--- config.mk ---
export PLATFORM = sky130hd
export DESIGN_NAME = ps_shift_register_flat
export DESIGN_NICKNAME = d
export VERILOG_FILES = /design/src/rtl/ps_shift_register_if.sv /design/src/rtl/ps_shift_register.sv /design/src/flat_wrapper.sv
export SDC_FILE = /design/constraint.sdc
export NUM_CORES = 1
export LEC_CHECK = 0
export ABC_AREA = 1
export CAP_MARGIN = 20
export CORE_AREA = 5 5 42 44
export DETAILED_ROUTE_END_ITERATION = 6
export DIE_AREA = 0 0 47 49
export GPL_ROUTABILITY_DRIVEN = 0
export GPL_TIMING_DRIVEN = 0
export PLACE_DENSITY = 0.49
export SYNTH_ARGS = -nofsm -noshare
export SYNTH_HDL_FRONTEND = slang
export SYNTH_SLANG_ARGS = --single-unit
--- constraint.sdc ---
create_clock -name clock -period 1.2 [get_ports clock]
set_input_delay 0.3 -clock clock [delete_from_list [all_inputs] [get_ports clock]]
set_output_delay 0.3 -clock clock [all_outputs]
set_load 0.05 [all_outputs]
--- src/rtl/ps_shift_register_if.sv ---
// Parallel-load/serial-out bus between the message source and the SPI transmit shift register.
// The master side supplies the parallel word and the load/shift select. The slave side
// returns the serial bit and the empty flag.
interface ps_shift_register_if #(
  parameter int WIDTH = 4
);

  logic [WIDTH-1:0] message;
  logic             ld;
  logic             dat;
  logic             empty;

  modport master (
    output message,
    output ld,
    input  dat,
    input  empty
  );

  modport slave (
    input  message,
    input  ld,
    output dat,
    output empty
  );

endinterface

--- src/rtl/ps_shift_register.sv ---
// PISO shift register for the SPI transmit path.
// A parallel word is captured when ld is low. While ld is high, the word is then shifted
// out MSB-first with one bit per clock. A bit counter tracks how many loaded bits have not
// yet been presented, so empty rises once the whole word has appeared on dat. After that,
// the register keeps shifting in FILL and the counter stays at zero.
module ps_shift_register #(
  parameter int   WIDTH = 4,
  parameter logic FILL  = 1'b0
) (
  input  logic                  clock,
  input  logic                  reset,
  ps_shift_register_if.slave    bus
);

  localparam int CW = $clog2(WIDTH + 1);

  logic [WIDTH-1:0] sr_q, sr_d;
  logic [CW-1:0]    cnt_q, cnt_d;

  // Next state: a low ld captures a new word and discards any unsent bits; otherwise shift with a saturating count.
  always_comb begin
    sr_d  = sr_q;
    cnt_d = cnt_q;
    if (!bus.ld) begin
      sr_d  = bus.message;
      cnt_d = CW'(WIDTH);
    end else begin
      sr_d = {sr_q[WIDTH-2:0], FILL};
      if (cnt_q != '0) begin
        cnt_d = cnt_q - CW'(1);
      end
    end
  end

  // State register: synchronous reset beats both load and shift.
  always_ff @(posedge clock) begin
    if (reset) begin
      sr_q  <= '0;
      cnt_q <= '0;
    end else begin
      sr_q  <= sr_d;
      cnt_q <= cnt_d;
    end
  end

  assign bus.dat   = sr_q[WIDTH-1];
  assign bus.empty = (cnt_q == '0);

endmodule

--- src/flat_wrapper.sv ---
// flat-port wrapper written by rule: the top's interface ports become plain ports
module ps_shift_register_flat 
#(
  parameter int   WIDTH = 4,
  parameter logic FILL  = 1'b0
)
  (clock, reset, bus_message, bus_ld, bus_dat, bus_empty);
  ps_shift_register_if #(.WIDTH(WIDTH)) bus_i ();
  input  logic clock;
  input  logic reset;
  input wire logic [$bits(bus_i.message)-1:0] bus_message;
  input wire logic [$bits(bus_i.ld)-1:0] bus_ld;
  output wire logic [$bits(bus_i.dat)-1:0] bus_dat;
  output wire logic [$bits(bus_i.empty)-1:0] bus_empty;
  assign bus_i.message = bus_message;
  assign bus_i.ld = bus_ld;
  assign bus_dat = bus_i.dat;
  assign bus_empty = bus_i.empty;
  ps_shift_register #(.WIDTH(WIDTH), .FILL(FILL)) u_core (.clock(clock), .reset(reset), .bus(bus_i));
endmodule
Word-level counts from Yosys, hierarchy flattened. Cells that the tools add are included.

Bits in registers: 7. Latch bits: 0. Memory bits (writable): 0. ROM bits: 0. Input bits: 7. Logic and storage cells: 14. Memories: 0.

Add/subtract/negate cells: 1. $mul: 0. Divide/modulo/power cells: 0. Magnitude comparators: 0. Eq/ne operators: 1. Shift operators: 0. Muxes and demuxes: 3. Bitwise operators: 1. Reductions and logical operators: 4.

Operators with widths (number): $mux 3 (2); $mux 4 (1); $reduce_or 2->1 (2); $logic_not 3->1 (1); $reduce_bool 3->1 (1); $sub 3x1->3 const B (1); $ne 2x1->1 const B (1); $not 1->1 (1).

Depth between registers and ports, before layout.
Depth after elaboration: 3. Mapped depth: 8. Depth with buffers taken out: 8.

Least setup slack after synthesis. No wires, ideal clock.

Path kind: register to register. From: reg u_core.cnt_q[0]. To: reg u_core.cnt_q[2]. Setup time: 0.112 ns. Arrival: 1.284 ns. Required time: 1.088 ns. Path slack: -0.196 ns. Cell stages (with the launch flop): 7. Buffers on the path: 0. Period minus slack after synthesis: 1.396 ns. Path through: dfxtp_1 -> inv_1 -> ha_1 -> ha_1 -> nor2_1 -> nor2_1 -> nor2_1.

Longest elaborated chain between the ends: 3.

RTL lines: from (decl) (line ps_shift_register.sv:18) `logic [CW-1:0] cnt_q, cnt_d;`; from (signal assigned) (line ps_shift_register.sv:42) `cnt_q <= cnt_d;`; $sub 3x1->3 (line ps_shift_register.sv:30) `cnt_d = cnt_q - CW'(1);`; $mux 3 (line ps_shift_register.sv:29) `if (cnt_q != '0) begin`; $mux 3 (line ps_shift_register.sv:24) `if (!bus.ld) begin`.

Parallel ways exist; a longest one is shown, timed or not. The select of a mux whose other input is x is not followed. A chain may end at the register's enable or synchronous reset.

Final worst setup path.
From: reg u_core.cnt_q[0]. To: out bus_empty.

Longest elaborated chain between the ends: 1.

RTL lines: $logic_not 3->1 (line ps_shift_register.sv:47) `assign bus.empty = (cnt_q == '0);`; to (decl) (line flat_wrapper.sv:14) `output wire logic [$bits(bus_i.empty)-1:0] bus_empty;`.

Every way passes these cells.

==> impl_results.rst <==
.. list-table::
   :header-rows: 1

   * - Metric
     - Value
   * - Area share of the largest cell type after synthesis
     - between 40% and 50%
   * - Cell type with the highest aggregate area in the netlist
     - dfxtp_1
   * - Number of inserted diodes
     - 0
   * - Total power divided by cell area
     - between 1000 and 1500 nW/µm²
   * - Fraction of final layout cells with drive strength greater than 1
     - 25.0%
   * - DR WL/cell
     - ~8 µm
   * - Proportion of synthesized area in mux cells
     - 0%
   * - Clock root buffer master
     - clkbuf_4
   * - Worst min-delay path startpoint
     - u_core.sr_q[2]
   * - Top cells by count, synth
     - 13 x nand2_1, 8 x inv_1, 7 x dfxtp_1
   * - Die Width
     - approximately 47 µm
   * - WP data required
     - 0.90 ns
   * - DRC errors left
     - 0
   * - Worst-case setup margin in the final layout
     - -0.177 ns
   * - Share of the yosys chip area belonging to registers
     - around 46%
   * - Total number of placement rows
     - 14
   * - DRC marker count from the first detailed-route iteration
     - 0
   * - Leakage power total
     - around 0.23 nW
   * - Critical path's slowest cell
     - dfxtp_2
   * - Async SR Flop Fraction
     - 0%
   * - Max Slew Vio Count
     - 0
   * - Failing checks
     - setup timing
   * - First-pass GRT wire length
     - around 930 µm
   * - Crit path largest cell delay
     - around 0.33 ns
   * - Most used flip-flop cell after synthesis
     - dfxtp_1
   * - Clock Path Buffers
     - 2
   * - Number of buffer and inverter instances along the worst setup path
     - 2
   * - Via count of the first global-routing pass
     - around 250
   * - Final Setup Violations
     - 1
   * - Final core utilization
     - approximately 34%
   * - Number of input and output port buffers inserted
     - 8
   * - Starting utilization of the core area
     - between 20% and 30%
   * - Post-synthesis xor/xnor area fraction
     - 0%
   * - Number of detailed-routing iterations run before antenna repair
     - 1
   * - Crit-path cells
     - inv_2, ha_4, ha_4, buf_8
   * - Area share of and/or/nand/nor cells after synthesis
     - between 20% and 30%
   * - Clk_lat worst skew
     - ~0.24 ns
   * - Synthesized instance count
     - between 40 and 50
   * - Met1 usage
     - around 6.4%
   * - Clock sink count
     - 7
   * - Setup Crit Path Kind
     - reg2out
   * - Worst hold path stage count
     - 2
   * - Relative area change from synthesis to final layout
     - 58.0%
   * - Most utilized layer in the global route result
     - met2
   * - Number of warning messages in the yosys log
     - 0
   * - Main combinational cell family by area after synthesis
     - simple AND/OR/NAND/NOR gates
   * - Post-route fraction of the period consumed by the critical path
     - 115%
   * - Worst-margin pin slew
     - approximately 0.25 ns
   * - Top cells by area, synth
     - dfxtp_1 46%, nand2_1 16%, ha_1 12%
   * - Worst voltage drop across the vdd grid
     - 0.000622 V
   * - Complex-gate fraction of the synthesized area
     - 3.29%
   * - EDFF count, synth
     - 0
   * - Total number of vias
     - around 280
   * - Count of final hold-check violations
     - 0
   * - Initial antenna violation count
     - 0
   * - HPWL reported at the end of detailed placement
     - approximately 420 µm
   * - Worst endpoint data arrival time
     - 1.08 ns
   * - Final critical-path required period
     - 1.38 ns
   * - Total power
     - about 0.00061 W
   * - Unrepaired setup endpoints after global routing
     - yes
   * - Crit path max fanout
     - 2
   * - Reg2reg path depth
     - 8
   * - Number of library cell types mapped by synthesis
     - 8
   * - Met2 Track Usage GR
     - between 7 and 8%
   * - H-tree depth reported by CTS
     - 1
   * - Worst clock skew
     - 0.00117 ns
   * - Total CTS buffers
     - 3
   * - Antenna-violating nets left
     - 0
   * - Setup crit end kind
     - output port
   * - Most used cell, CP
     - ha_4
   * - Adder-cell share of the synthesized area
     - around an eighth
   * - DIE HEIGHT
     - just under 50 µm
   * - Highest clock frequency the design can meet
     - between 700 and 800 MHz
   * - Worst relative slew slack
     - a little over four fifths
   * - Leftover overflow at the end of global routing
     - 0
   * - Boundary Pins
     - 9
   * - Number of nets in the finished design
     - 67
   * - Launching element type of the critical path
     - register
   * - Startpoint of the worst setup timing path
     - u_core.cnt_q[0]
   * - Most instantiated library cell after synthesis
     - nand2_1
   * - Maxcap violations
     - 0
   * - Routed wire length
     - 562 µm
   * - CTS tree
     - done
   * - Start of the worst register-to-register path
     - u_core.cnt_q[0]
   * - Logic depth of the worst setup path including buffers
     - 4
   * - Crit-path leading delay family
     - flip-flops
   * - Vias per cell
     - about 3.9
   * - Type of the most critical hold path
     - reg2reg
   * - FF+latch count, synth
     - 7
   * - Maximum number of pins on one net before global-route repair
     - 8
   * - Post-synthesis average cell area
     - approximately 7.4 µm²
   * - Nets in the synthesized netlist
     - slightly above 50
   * - Die outline area
     - 2300 µm²
   * - Result of the run
     - finished with violations
   * - CORE AREA
     - between 1000 and 1500 µm²
   * - Worst-path clk slew
     - about 0.050 ns
   * - Met3 Use GR
     - 3.32%
   * - Aggregate global-route resource usage
     - 5.77%
   * - Hold buffer count at CTS
     - 0
   * - Mapped Area
     - about 300 µm²
-- power breakdown --
group | internal [W] | switching (W)
sequential | 0.000249 | 0.00000669
clock | 0.000126 | 0.0000799
combinational | 0.0000746 | 0.0000782
total | 0.000450 | 0.000165
-- sequential cells by signal, indices dropped and copies added, names as in the netlist --
name / cells
u_core.sr_q: 4
u_core.cnt_q: 3
-- tightest hold or removal path: stages (launching register included) --
cell and delay [ns]:
dfxtp_1 0.29, nand3_1 0.07, nand2_1 0.05
-- layout make-up --
cell class | instances | area [µm²]
clock buffers | 4 | 26.3
fillers | 165 | 921
inverters | 8 | 30.0
multi-input cells | 26 | 159
flip-flops and latches | 7 | 143
well taps | 16 | 20.0
repair buffers | 11 | 103
-- cells in the final DEF, fill, tap and decap left out --
| cell type | instances |
|---|---|
| a21oi_1 | 2 |
| ha_1 | 1 |
| nor3b_1 | 1 |
| inv_1 | 6 |
| clkdlybuf4s50_1 | 6 |
| nand3_1 | 3 |
| buf_2 | 1 |
| inv_2 | 2 |
| dfxtp_2 | 2 |
| nor2_1 | 4 |
| buf_4 | 3 |
| nand2_1 | 13 |
| dfxtp_1 | 5 |
| clkbuf_1 | 1 |
| buf_8 | 1 |
| ha_4 | 2 |
| clkbuf_4 | 3 |
-- stage by stage --
stage / setup WS (ns) / TNS, ns / cells / cell area, µm² / hold WS, ns
CTS: -0.193 / -0.193 / 71 / 473 / 0.458
floorplan: 0.0510 / 0 / 41 / 317 / 0.372
global placement: -0.650 / -1.03 / 65 / 417 / 0.444
detailed placement: -0.649 / -1.04 / 65 / 417 / 0.447
global route: -0.218 / -0.284 / 72 / 480 / 0.482
finish: -0.177 / -0.177 / 72 / 480 / 0.454
-- final timing paths --
| check | endpoint | slack [ns] |
|---|---|---|
| hold / removal | u_core.sr_q[3] | 0.45 |
| hold reg to reg | u_core.sr_q[3] | 0.45 |
| setup reg to reg | u_core.cnt_q[2] | 0.01 |
| setup / recovery | bus_empty | -0.18 |
-- per-layer routing --
layer | up-vias | part of all wire, %
met5 | - | 0
met4 | 0 | 0
met3 | 0 | 9.3
met2 | 8 | 48
met1 | 121 | 42
li1 | 153 | -
-- cell families (layout without fill, tap and decap cells) --
family,after synthesis,in the layout
adder cells (fa/ha/maj),3,3
AND/OR/NAND/NOR,21,21
AO/OA/AOI/OAI,2,2
flip-flops,7,7
buffers and inverters,8,23
-- what timing repair did --
item | in CTS | in global routing
gates resized for setup | 19 | 0
setup buffers | 2 | 2
pin swaps | 2 | 2
cloned | 0 | 0
endpoints found under the setup margin | 2 | 2
Power figures use the tool's default switching activity.
